<file path="src/rtl/sd_xfer_pkg.sv">
// Shared constants for the SD multi-block transfer sequencer: FSM state codes,
// start[1:0] handshake encodings toward sd_data_serial_host, and the read-retry limit.
package sd_xfer_pkg;

    localparam logic [2:0] IDLE     = 3'd0;
    localparam logic [2:0] START    = 3'd1;
    localparam logic [2:0] WAIT_FIN = 3'd2;
    localparam logic [2:0] RELEASE  = 3'd3;
    localparam logic [2:0] GAP      = 3'd4;
    localparam logic [2:0] ABORT    = 3'd5;
    localparam logic [2:0] DONE     = 3'd6;

    localparam logic [1:0] START_IDLE  = 2'b00;
    localparam logic [1:0] START_WR    = 2'b01;
    localparam logic [1:0] START_RD    = 2'b10;
    localparam logic [1:0] START_ABORT = 2'b11;

    localparam logic [1:0] MAX_RETRY = 2'd2;

endpackage

</file>
<file path="src/rtl/sd_xfer_gap_timer.sv">
// Loadable down-counter with a zero flag; times the idle gap between blocks.
module sd_xfer_gap_timer #(
    parameter int W = 4
) (
    input  logic         clk,
    input  logic         rst,
    input  logic         load_i,
    input  logic [W-1:0] load_val_i,
    input  logic         dec_i,
    output logic         zero_o
);

    logic [W-1:0] cnt_q, cnt_d;

    always_comb begin
        cnt_d = cnt_q;
        if (load_i) begin
            cnt_d = load_val_i;
        end else if (dec_i && (cnt_q != '0)) begin
            cnt_d = cnt_q - W'(1);
        end
    end

    always_ff @(posedge clk) begin
        if (rst) begin
            cnt_q <= '0;
        end else begin
            cnt_q <= cnt_d;
        end
    end

    assign zero_o = (cnt_q == '0);

endmodule

</file>
<file path="src/rtl/sd_data_xfer_ctrl.sv">
// Multi-block transfer sequencer driving the sd_data_serial_host start[1:0] handshake.
// Optional read-CRC retry is enabled by defining SD_XFER_READ_RETRY_EN.
module sd_data_xfer_ctrl
    import sd_xfer_pkg::*;
#(
    parameter int BLKCNT_W   = 16,
    parameter int GAP_CYCLES = 8
) (
    input  logic                sd_clk,
    input  logic                rst,
    input  logic                req_i,
    input  logic                dir_i,
    input  logic [BLKCNT_W-1:0] blkcnt_i,
    input  logic                abort_i,
    input  logic [31:0]         timeout_i,
    output logic [1:0]          start_o,
    input  logic                finish_i,
    input  logic                crc_ok_i,
    input  logic [31:0]         wait_reg_i,
    output logic                busy_o,
    output logic                done_o,
    output logic [BLKCNT_W-1:0] blks_done_o,
    output logic                crc_err_o,
    output logic                tmo_err_o,
    output logic                aborted_o
`ifdef SD_XFER_READ_RETRY_EN
    ,
    output logic [1:0]          retry_cnt_o
`endif
);

    localparam int GAP_W = $clog2(GAP_CYCLES + 1);
    // The GAP state lasts exactly GAP_CYCLES cycles, so the counter starts one below.
    localparam logic [GAP_W-1:0]    GAP_LOAD = GAP_W'(GAP_CYCLES - 1);
    localparam logic [BLKCNT_W-1:0] BLK_MAX  = '1;
    localparam logic [BLKCNT_W-1:0] BLK_ONE  = BLKCNT_W'(1);

    logic [2:0]          state_q, state_d;
    logic                dir_q, dir_d;
    logic [BLKCNT_W-1:0] blkcnt_q, blkcnt_d;
    logic [BLKCNT_W-1:0] blks_done_q, blks_done_d;
    logic [1:0]          start_q, start_d;
    logic                crc_err_q, crc_err_d;
    logic                tmo_err_q, tmo_err_d;
    logic                aborted_q, aborted_d;
    logic                abort_ph_q, abort_ph_d;
`ifdef SD_XFER_READ_RETRY_EN
    logic [1:0]          retry_cnt_q, retry_cnt_d;
    logic [1:0]          blk_retry_q, blk_retry_d;
    logic                retry_pend_q, retry_pend_d;
`endif

    logic                gap_load, gap_dec, gap_zero;
    logic                abort_hit;
    logic [BLKCNT_W-1:0] blks_inc;

    sd_xfer_gap_timer #(.W(GAP_W)) u_gap_timer (
        .clk        (sd_clk),
        .rst        (rst),
        .load_i     (gap_load),
        .load_val_i (GAP_LOAD),
        .dec_i      (gap_dec),
        .zero_o     (gap_zero)
    );

    assign abort_hit = abort_i && (state_q inside {START, WAIT_FIN, RELEASE, GAP});
    assign blks_inc  = (blks_done_q == BLK_MAX) ? blks_done_q : blks_done_q + BLK_ONE;

    always_comb begin
        state_d     = state_q;
        dir_d       = dir_q;
        blkcnt_d    = blkcnt_q;
        blks_done_d = blks_done_q;
        start_d     = start_q;
        crc_err_d   = crc_err_q;
        tmo_err_d   = tmo_err_q;
        aborted_d   = aborted_q;
        abort_ph_d  = abort_ph_q;
`ifdef SD_XFER_READ_RETRY_EN
        retry_cnt_d  = retry_cnt_q;
        blk_retry_d  = blk_retry_q;
        retry_pend_d = retry_pend_q;
`endif
        gap_load = 1'b0;
        gap_dec  = 1'b0;

        // Abort wins over everything, including a finish in the same cycle.
        if (abort_hit) begin
            state_d    = ABORT;
            start_d    = START_ABORT;
            abort_ph_d = 1'b0;
        end else begin
            case (state_q)
                IDLE: begin
                    if (req_i) begin
                        dir_d       = dir_i;
                        blkcnt_d    = (blkcnt_i == '0) ? BLK_ONE : blkcnt_i;
                        blks_done_d = '0;
                        crc_err_d   = 1'b0;
                        tmo_err_d   = 1'b0;
                        aborted_d   = 1'b0;
`ifdef SD_XFER_READ_RETRY_EN
                        retry_cnt_d  = 2'd0;
                        blk_retry_d  = 2'd0;
                        retry_pend_d = 1'b0;
`endif
                        state_d = START;
                    end
                end
                START: begin
                    start_d = dir_q ? START_RD : START_WR;
                    state_d = WAIT_FIN;
                end
                WAIT_FIN: begin
                    if (finish_i) begin
                        start_d = START_IDLE;
                        state_d = RELEASE;
                        if (dir_q && (wait_reg_i >= timeout_i)) begin
                            tmo_err_d = 1'b1;
                        end else if (dir_q && !crc_ok_i) begin
`ifdef SD_XFER_READ_RETRY_EN
                            if (blk_retry_q < MAX_RETRY) begin
                                retry_pend_d = 1'b1;
                                blk_retry_d  = blk_retry_q + 2'd1;
                                if (retry_cnt_q != 2'b11) begin
                                    retry_cnt_d = retry_cnt_q + 2'd1;
                                end
                            end else begin
                                crc_err_d = 1'b1;
                            end
`else
                            crc_err_d = 1'b1;
`endif
                        end else begin
                            blks_done_d = blks_inc;
`ifdef SD_XFER_READ_RETRY_EN
                            blk_retry_d = 2'd0;
`endif
                        end
                    end
                end
                RELEASE: begin
                    if (!finish_i) begin
                        if (crc_err_q || tmo_err_q) begin
                            state_d = DONE;
`ifdef SD_XFER_READ_RETRY_EN
                        end else if (retry_pend_q) begin
                            retry_pend_d = 1'b0;
                            gap_load     = 1'b1;
                            state_d      = GAP;
`endif
                        end else if (blks_done_q == blkcnt_q) begin
                            state_d = DONE;
                        end else begin
                            gap_load = 1'b1;
                            state_d  = GAP;
                        end
                    end
                end
                GAP: begin
                    if (gap_zero) begin
                        state_d = START;
                    end else begin
                        gap_dec = 1'b1;
                    end
                end
                ABORT: begin
                    start_d = START_IDLE;
                    if (!abort_ph_q) begin
                        abort_ph_d = 1'b1;
                    end else begin
                        abort_ph_d = 1'b0;
                        aborted_d  = 1'b1;
                        state_d    = DONE;
                    end
                end
                DONE: begin
                    state_d = IDLE;
                end
                default: begin
                    state_d = IDLE;
                    start_d = START_IDLE;
                end
            endcase
        end
    end

    always_ff @(posedge sd_clk) begin
        if (rst) begin
            state_q     <= IDLE;
            dir_q       <= 1'b0;
            blkcnt_q    <= '0;
            blks_done_q <= '0;
            start_q     <= START_IDLE;
            crc_err_q   <= 1'b0;
            tmo_err_q   <= 1'b0;
            aborted_q   <= 1'b0;
            abort_ph_q  <= 1'b0;
        end else begin
            state_q     <= state_d;
            dir_q       <= dir_d;
            blkcnt_q    <= blkcnt_d;
            blks_done_q <= blks_done_d;
            start_q     <= start_d;
            crc_err_q   <= crc_err_d;
            tmo_err_q   <= tmo_err_d;
            aborted_q   <= aborted_d;
            abort_ph_q  <= abort_ph_d;
        end
    end

`ifdef SD_XFER_READ_RETRY_EN
    always_ff @(posedge sd_clk) begin
        if (rst) begin
            retry_cnt_q  <= 2'd0;
            blk_retry_q  <= 2'd0;
            retry_pend_q <= 1'b0;
        end else begin
            retry_cnt_q  <= retry_cnt_d;
            blk_retry_q  <= blk_retry_d;
            retry_pend_q <= retry_pend_d;
        end
    end

    assign retry_cnt_o = retry_cnt_q;
`endif

    assign start_o     = start_q;
    assign busy_o      = (state_q != IDLE);
    assign done_o      = (state_q == DONE);
    assign blks_done_o = blks_done_q;
    assign crc_err_o   = crc_err_q;
    assign tmo_err_o   = tmo_err_q;
    assign aborted_o   = aborted_q;

endmodule

</file>
<file path="config.mk">
export PLATFORM = sky130hd
export DESIGN_NAME = sd_data_xfer_ctrl
export DESIGN_NICKNAME = d
export VERILOG_FILES = /design/src/rtl/sd_xfer_pkg.sv /design/src/rtl/sd_xfer_gap_timer.sv /design/src/rtl/sd_data_xfer_ctrl.sv
export SDC_FILE = /design/constraint.sdc
export NUM_CORES = 1
export LEC_CHECK = 0
export ABC_CLOCK_PERIOD_IN_PS = 2300
export BUFFER_PORTS_ARGS = -buffer_cell sky130_fd_sc_hd__buf_2
export CORE_MARGIN = 3
export CORE_UTILIZATION = 25
export CTS_BUF_LIST = sky130_fd_sc_hd__clkbuf_4 sky130_fd_sc_hd__clkbuf_8
export CTS_CLUSTER_SIZE = 14
export DETAILED_ROUTE_END_ITERATION = 12
export HOLD_SLACK_MARGIN = 0.03
export PLACE_DENSITY = 0.54
export SYNTH_ARGS = -nofsm -noshare
export SYNTH_HDL_FRONTEND = slang
export SYNTH_SLANG_ARGS = --single-unit
</file>
<file path="constraint.sdc">
create_clock -name sd_clk -period 2.3 [get_ports sd_clk]
set_input_delay 0.23 -clock sd_clk [delete_from_list [all_inputs] [get_ports sd_clk]]
set_output_delay 0.23 -clock sd_clk [all_outputs]
set_load 0.02 [all_outputs]
</file>
### Word level (Yosys, flattened, before mapping)

Index checks and enable logic that the tools add are counted.

* input port bits: 87
* register bits: 46
* output and inout bits: 23

* order comparisons: 1
* add/sub/neg operators: 2
* bitwise logic cells: 1
* multiplexer cells: 41
* reduce and logical (&&, ||, !) cells: 26
* eq/ne operators: 24

Operator list (number)
* $mux 16: 6
* $ge 32x32->1: 1
* $pmux 16 s2: 1
* $mux 3: 8
* $pmux 3 s6: 1
* $add 16x1->16 const B: 1
* $eq 16x16->1: 1
* $eq 16x16->1 const B: 1
* $logic_not 16->1: 1
* $mux 1: 16
* $ne 2x2->1 const B: 8
* $ne 3x3->1 const B: 5
* $reduce_and 5->1: 3
* $mux 2: 5
* $eq 3x3->1 const B: 3
* $reduce_bool 4->1: 2
* $reduce_and 7->1: 1
* $eq 3x2->1 const B: 2
* $ne 2x1->1 const B: 3
* $pmux 1 s2: 3
* $pmux 2 s3: 1
* $reduce_and 6->1: 1
* $reduce_bool 2->1: 3
* $logic_and 1x1->1: 4
* 13 further kinds: 14

### Logic depth before layout (Yosys ltp)

Gate-level depths: netlist (run 1).

* depth in word-level cells: 7
* depth in mapped cells: 10

### Modules after synthesis

From an unflattened synthesis (run 1), not the netlist that was laid out.

* cell total of the unflattened synthesis: 461
* area, all modules: 3515.9 µm²

Modules (own cells, without submodules)
* sd_data_xfer_ctrl: cells an instance 432, seq. area each 840.8 µm², instances 1, area each 3253.1 µm²
* sd_xfer_gap_timer: cells an instance 29, seq. area each 80.1 µm², instances 1, area each 262.8 µm²

### Worst setup path before layout (run 1)

Ideal clock, no wire load.

* path kind: register -> register
* start: reg blks_done_q[0] (netlist: blks_done_o[0])
* end: reg blks_done_q[11] (netlist: blks_done_o[11])
* cell stages (with the launch flop): 10
* library setup time: 0.096 ns
* path buffers: 1
* data arrival time: 2.252 ns
* setup slack: -0.047 ns
* required time: 2.204 ns
* cell sequence: dfxtp_1 > ha_1 > nand3_1 > nor4_1 > and3_1 > a32oi_1 > nor3b_4 > buf_6 > a41o_2 > o41ai_2

* longest elaborated chain between the ends: 6
* elaborated cells between the ends (all ways): 9

RTL lines
* start, declared: RTL line sd_data_xfer_ctrl.sv:41 `logic [BLKCNT_W-1:0] blks_done_q, blks_done_d;`
* start signal, assigned: RTL line sd_data_xfer_ctrl.sv:203 `blks_done_q <= blks_done_d;`
* $add 16x1->16: RTL line sd_data_xfer_ctrl.sv:67 `assign blks_inc = (blks_done_q == BLK_MAX) ? blks_done_q : blks_done_q + BLK_ONE;`
* $mux 16: RTL line sd_data_xfer_ctrl.sv:67
* $mux 16: RTL line sd_data_xfer_ctrl.sv:120 `end else if (dir_q && !crc_ok_i) begin`
* $mux 16: RTL line sd_data_xfer_ctrl.sv:118 `if (dir_q && (wait_reg_i >= timeout_i)) begin`
* $mux 16: RTL line sd_data_xfer_ctrl.sv:115 `if (finish_i) begin`
* $pmux 16 s2: RTL line sd_data_xfer_ctrl.sv:93 `case (state_q)`

Parallel ways exist; a longest one is shown, timed or not. The select of a mux whose other input is x is not followed.
A chain may end at the register's enable or synchronous reset.

### Final worst setup path (run 1)

* start: reg blks_done_q[0] (netlist: blks_done_o[0])
* end: reg blks_done_q[2] (netlist: blks_done_o[2])

Same word-level chain as after synthesis.

==> summary.txt, run 1 <==
Outcome
  • Status: finished, final reports clean

Timing
  • Achievable Freq: 449 MHz
  • Measured slew at the worst slew-check pin: 0.606 ns
  • WHS: 0.167 ns
  • Final setup violation count: 0
  • Final setup margin: 0.0712 ns
  • Slew Viols, Final: 0
  • Final worst path period share: 0.969
  • Max Clock Skew: 0.00581 ns
  • TNS Setup: 0 ns
  • Max-slew headroom: 0.592
  • Final min period: 2.23 ns
  • Final hold violation count: 0

Floorplanning
  • Die Ht: 121 µm
  • Die Area: 14600 µm²
  • Number of cell rows: 41
  • CORE AREA: 12800 µm²
  • I/O pins: 110
  • Starting Density: 0.258
  • DIE WIDTH: 121 µm

Critical path
  • Bufs and invs on worst path: 1
  • Crit path max-delay family: simple AND/OR/NAND/NOR gates
  • Worst-path fanout max: 18
  • Critical path type: flop to flop
  • CP startpoint kind: flop
  • Critical Path Max Stage Delay: 0.37 ns
  • CP cell instances: ha_4 > nand3_1 > nor4_2 > and3_4 > a32oi_2 > nor3b_4 > buf_12 > o32a_2 > o22ai_2
  • CP Capture Type: flop
  • Slowest stage cell, crit path: dfxtp_2
  • R2R Setup Slk: 0.07 ns
  • Worst path arrival time: 2.46 ns
  • Worst endpoint required time: 2.53 ns

Layout
  • FF+latch area: 925 µm²
  • Ant diodes: 0
  • Nets: 669
  • Share of cells above drive strength 1: 0.315
  • Multi-input logic area: 2150 µm²
  • Post-Route Utilization: 0.340
  • Fill count: 1347
  • Synth-to-layout area growth: 31.8%

Logic synthesis
  • Dominant cell type by area after synthesis: dfxtp_1
  • Ys flop type: dfxtp_1
  • Mapped Nets: 544
  • Post-Syn Instances: 423
  • Synth top area cells: dfxtp_1 (28%), ha_1 (13%), nand2_1 (7.2%)
  • Synthesized cell area: 3300 µm²
  • Post-synth EDFFs: 0
  • Yosys top cell area share: 0.279
  • Seq cells post-synth: 46
  • Syn avg cell area: 7.79 µm²
  • Sequential element share of the synthesized area: 0.279
  • Commonest cells post-synth: nand2_1 (63), inv_1 (49), dfxtp_1 (46)
  • Synth unique cells: 53
  • Ys async rst share: 0
  • Most common cell in the netlist: nand2_1
  • Synthesis Warnings: 0

Clocking
  • H-tree depth: 2
  • Clk sink count: 46
  • Insertion delay to the later sink of the worst-skew pair: 0.30 ns
  • CTS tree: done
  • Num CTS Buffers: 5
  • Clock slew at reported path FFs: 0.09 ns
  • Clock tree root driver cell: clkbuf_8
  • Clock buffer depth: 2

Global routing
  • Initial antenna violation count: 0
  • GRT Util Overall: 0.130
  • Pin count of the biggest net entering global routing: 33
  • GRT overflow: 0
  • Vias in the first global route: 3376
  • First-pass GRT wire length: 15700 µm

Placement
  • Setup slack at placement: -0.148 ns
  • DP HPWL: 7960 µm
  • I/O Buffers: 109
  • Final GP Congestion: 0.788

Route
  • Post-Route WL: 9790 µm
  • DRC: 0
  • Pre-antenna DRT Iters: 5
  • Routed vias: 3418
  • Antenna Nets Post-Route: 0
  • Routed wire per std cell: 13.6 µm
  • Initial DRC Count: 226
  • Avg Vias per Cell: 4.74

Power and ir drop
  • Power Density: 747 nW/µm²
  • Leak pwr: 0.00214 µW
  • Overall power: 3240 µW
  • Peak supply drop: 0.306 mV

Worst hold path
  • Hold Crit Class: input port to flop

Flow run
  • Maxcap violations: 0
final cells by class:
type	instances	share of cell area
multi-input combinational	310	0.494
clock inverter	3	0.0104
sequential	46	0.213
timing repair buffer	136	0.175
inverter	49	0.0423
clock buffer	5	0.0158
tap	172	0.0495
through the flow:
step	instance area (µm²)	instances
after CTS	4290	719
after detailed placement	4170	711
final	4340	721
after global placement	4170	711
after global routing	4340	721
after floorplan	3300	423
worst paths after layout:
kind / start / end / depth (start not counted)
hold / removal: blkcnt_i[4] / blkcnt_q[4] / 3
setup reg to reg: blks_done_o[0] / blks_done_o[2] / 9
hold reg to reg: blkcnt_q[10] / blkcnt_q[10] / 2
setup / recovery: blks_done_o[0] / blks_done_o[2] / 9
cells in the final DEF (no fill, tap or decap), types with 3 or more instances in the layout:
cell type	n
clkbuf_8	5
buf_2	109
o32a_2	8
nor2_1	18
nor3_1	8
nand2_1	63
xor2_1	17
o21a_1	5
nand2b_1	5
o22ai_1	9
o21ai_0	11
nand3_1	4
nor4_1	11
xnor2_1	4
nand4_1	11
and3_1	9
or2_2	6
inv_1	49
dfxtp_2	3
ha_1	33
buf_4	26
dfxtp_1	43
nand3b_1	3
a21oi_1	40
mux2i_1	5
kinds of logic (layout without fill, tap and decap cells):
kind of cell	Yosys count	after routing	synth area share
AO/OA/AOI/OAI	95	95	0.191
XOR/XNOR	21	21	0.0558
adder cells (fa/ha/maj)	34	34	0.129
buffers and inverters	67	193	0.0835
flip-flops	46	46	0.279
multiplexers	5	5	0.0152
AND/OR/NAND/NOR	155	155	0.246
sequential cells by signal, indices dropped and copies added (netlist names):
| signal | flops |
|---|---|
| crc_err_o | 1 |
| abort_ph_q | 1 |
| blks_done_o | 16 |
| u_gap_timer.cnt_q | 4 |
| dir_q | 1 |
| tmo_err_o | 1 |
| aborted_o | 1 |
| start_o | 2 |
| state_q | 3 |
| blkcnt_q | 16 |
power by group:
group / internal [µW] / switching (µW)
combinational: 714 / 873
sequential: 923 / 117
clock: 323 / 292
worst min-delay path: stages:
cell and delay (ns):
buf_2 0.10, nand2_1 0.05, a21oi_1 0.05
timing repair:
item,4_1_cts,5_1_grt
hold buffers,0,0
buffers inserted,0,2
endpoints found under the setup margin,7,10
pin swaps,1,2
cloned,0,0
gates resized for setup,0,8
layer usage:
layer  vias up  share of wire  global-route usage
met5         -              0                   0
met4         0          0.010              0.0241
met3        11          0.063              0.0285
met2        94           0.49               0.228
met1      1574           0.44               0.166
li1       1739              -                   -
Power figures use the tool's default switching activity.
==> inputs of run 2 (changes only) <==
--- a/config.mk
+++ b/config.mk
@@ -12,6 +12,7 @@
 export CTS_BUF_LIST = sky130_fd_sc_hd__clkbuf_4 sky130_fd_sc_hd__clkbuf_8
 export CTS_CLUSTER_SIZE = 14
 export DETAILED_ROUTE_END_ITERATION = 12
+export GPL_TIMING_DRIVEN = 0
 export HOLD_SLACK_MARGIN = 0.03
 export PLACE_DENSITY = 0.54
 export SYNTH_ARGS = -nofsm -noshare
==> run 2 against run 1 <==
Against the previous run:
- register-to-register slack about the same
- global-route usage increased by 0.29 points
- worst hold slack worse by 0.013 ns
- routed wire length grew 0.90%
- count of clock-buffer cells in the layout is the same
- critical endpoint is now blks_done_o[15]
==> summary.txt, run 2 (same netlist as run 1, synthesis figures left out) <==
Route
  • Routed wire per std cell: 13.8 µm (+1.6%)
  • Pre-antenna DRT Iters: 4 (-1)
  • Routed vias: 3430 (+0.35%)
  • DRC: 0 (unchanged)
  • Initial DRC Count: 176 (-22%)
  • Antenna Nets Post-Route: 0 (unchanged)
  • Post-Route WL: 9880 µm (+0.90%)
  • Avg Vias per Cell: 4.79 (+1.1%)

Timing
  • Measured slew at the worst slew-check pin: 0.678 ns (+0.0714 ns)
  • Max-slew headroom: 0.547 (-0.0455)
  • Slew Viols, Final: 0 (unchanged)
  • WHS: 0.154 ns (-0.0132 ns)
  • Achievable Freq: 450 MHz (+0.24%)
  • Final hold violation count: 0 (unchanged)
  • Final setup violation count: 0 (unchanged)
  • Max Clock Skew: 0.00780 ns (+0.00199 ns)
  • TNS Setup: 0 ns (unchanged)
  • Final min period: 2.22 ns (-0.00531 ns)
  • Final worst path period share: 0.967 (-0.00231)

Power and ir drop
  • Sw frac: 0.412 (+0.0171)
  • Switching power: 1350 µW (+5.1%)
  • Reg power frac: 0.314 (-0.007)
  • Peak supply drop: 0.319 mV (+4.3%)
  • Clock network fraction of total power: 0.193 (+0.003)
  • Internal: 1920 µW (-2.1%)
  • Overall power: 3270 µW (+0.77%)
  • Power Density: 754 nW/µm² (+1.0%)
  • Comb pwr share: 0.493 (+0.004)
  • Leak pwr: 0.00209 µW (-2.6%)

Layout
  • Most frequent cells in the layout: buf_2 (109), nand2_1 (62), inv_1 (48)
  • Synth-to-layout area growth: 31.5%
  • Most common cell after layout, fill and taps aside: buf_2
  • FF+latch area: 930 µm² (+0.54%)
  • Fill count: 1374 (+2.0%)
  • Multi-input logic area: 2230 µm² (+3.9%)
  • Nets: 664 (-0.75%)
  • Share of cells above drive strength 1: 0.296 (-0.0192)
  • Post-Route Utilization: 0.339 (-0.000784)
  • Ant diodes: 0 (unchanged)

Floorplanning
  • CORE AREA: 12800 µm² (unchanged)
  • Die Area: 14600 µm² (unchanged)
  • I/O pins: 110 (unchanged)
  • Starting Density: 0.258 (unchanged)
  • Die Ht: 121 µm (unchanged)
  • Number of cell rows: 41 (unchanged)
  • DIE WIDTH: 121 µm (unchanged)

Critical path
  • Worst endpoint required time: 2.54 ns (about the same)
  • CP cell instances: ha_4 > nand3_2 > nor4_4 > and3_4 > a32oi_4 > nor3b_4 > buf_4 > nand4_1 > mux2i_1
  • CP startpoint kind: flop
  • CP Capture Type: flop
  • Bufs and invs on worst path: 1 (unchanged)
  • Crit path max-delay family: simple AND/OR/NAND/NOR gates
  • Critical path type: flop to flop
  • Worst-path fanout max: 6 (-12)
  • Critical Path Max Stage Delay: 0.41 ns (+0.04 ns)
  • Slowest stage cell, crit path: nor3b_4
  • Worst path arrival time: 2.46 ns (about the same)

Global routing
  • Pin count of the biggest net entering global routing: 16 (-52%)
  • GRT overflow: 0 (unchanged)
  • Vias in the first global route: 3411 (+1.0%)
  • Initial antenna violation count: 0 (unchanged)
  • First-pass GRT wire length: 16000 µm (+1.9%)
  • GRT Util Overall: 0.133 (+0.00287)

Placement
  • I/O Buffers: 108 (-0.92%)
  • DP HPWL: 7760 µm (-2.5%)
  • Final GP Congestion: 0.825 (+4.7%)

Outcome
  • Status: finished, final reports clean

Clocking
  • Num CTS Buffers: 5 (unchanged)
  • Clk sink count: 46 (unchanged)
  • Clock slew at reported path FFs: 0.09 ns (about the same)
  • Clock buffer depth: 2 (unchanged)
  • H-tree depth: 2 (unchanged)
  • Insertion delay to the later sink of the worst-skew pair: 0.31 ns (about the same)
  • Clock tree root driver cell: clkbuf_8
  • CTS tree: done

Worst hold path
  • Hold Crit Class: input port to flop

Flow run
  • Maxcap violations: 0 (unchanged)
[run 2: changes by cell type in the layout (fill, tap and decap cells not counted), sizes merged]
| cell | previous run | this run |
|---|---|---|
| buf | 136 | 117 |
| clkbuf | 5 | 18 |
| nor3b | 3 | 4 |
[run 2: cell type report]
type                       count  share of cell area
tap                          172              0.0497
sequential                    46               0.214
multi-input combinational    311               0.514
buffer                        18              0.0211
clock buffer                   5              0.0159
timing repair buffer         112               0.132
inverter                      49              0.0424
clock inverter                 3              0.0104
[run 2: final timing paths]
kind | slack (ns) | cells after the start | end | startpoint
worst max-delay path | 0.08 | 9 | blks_done_o[15] | blks_done_o[1]
worst min-delay path | 0.15 | 3 | dir_q | dir_i
worst max register to register | 0.08 | 9 | blks_done_o[15] | blks_done_o[1]
worst min register to register | 0.47 | 2 | blkcnt_q[14] | blkcnt_q[14]
[run 2: through the flow]
step | setup slack, ns | std cells | instance area (µm²)
2_1_floorplan | 0.0282 | 423 | 3300
3_3_place_gp | -0.349 | 703 | 4060
3_5_place_dp | -0.371 | 703 | 4060
4_1_cts | 0.0158 | 714 | 4250
5_1_grt | -0.00463 | 716 | 4330
6_report | 0.0765 | 716 | 4330
[run 2: metal layers]
layer	up-vias	track usage	part of all wire	wire, µm
li1	1731	-	-	-
met1	1584	0.174	0.46	4520
met2	105	0.223	0.47	4640
met3	10	0.0355	0.065	644
met4	0	0.0220	0.0075	74
met5	-	0	0	0
[run 2: power by group through the flow]
stage / Combinational [µW] / Clock (µW) / Sequential [µW]
after global routing: 1790 / 669 / 1050
after CTS: 1570 / 638 / 1030
after global placement: 1450 / 0 / 1050
after detailed placement: 1470 / 0 / 1050
final: 1610 / 630 / 1030
after floorplan: 1060 / 0 / 1050
[run 2: worst reg2reg max path: stages, from the launching register on]
cell and delay [ns]:
dfxtp_4 0.38, ha_4 0.18, nand3_2 0.11, nor4_4 0.05, and3_4 0.20, a32oi_4 0.28, nor3b_4 0.41, buf_4 0.22
nand4_1 0.12, mux2i_1 0.19
[run 2: repair_timing]
action	in CTS	in global routing
hold buffers	0	0
gates resized for setup	10	13
endpoints found under the setup margin	15	16
cloned	2	0
pin swaps	1	7
buffers inserted	1	2
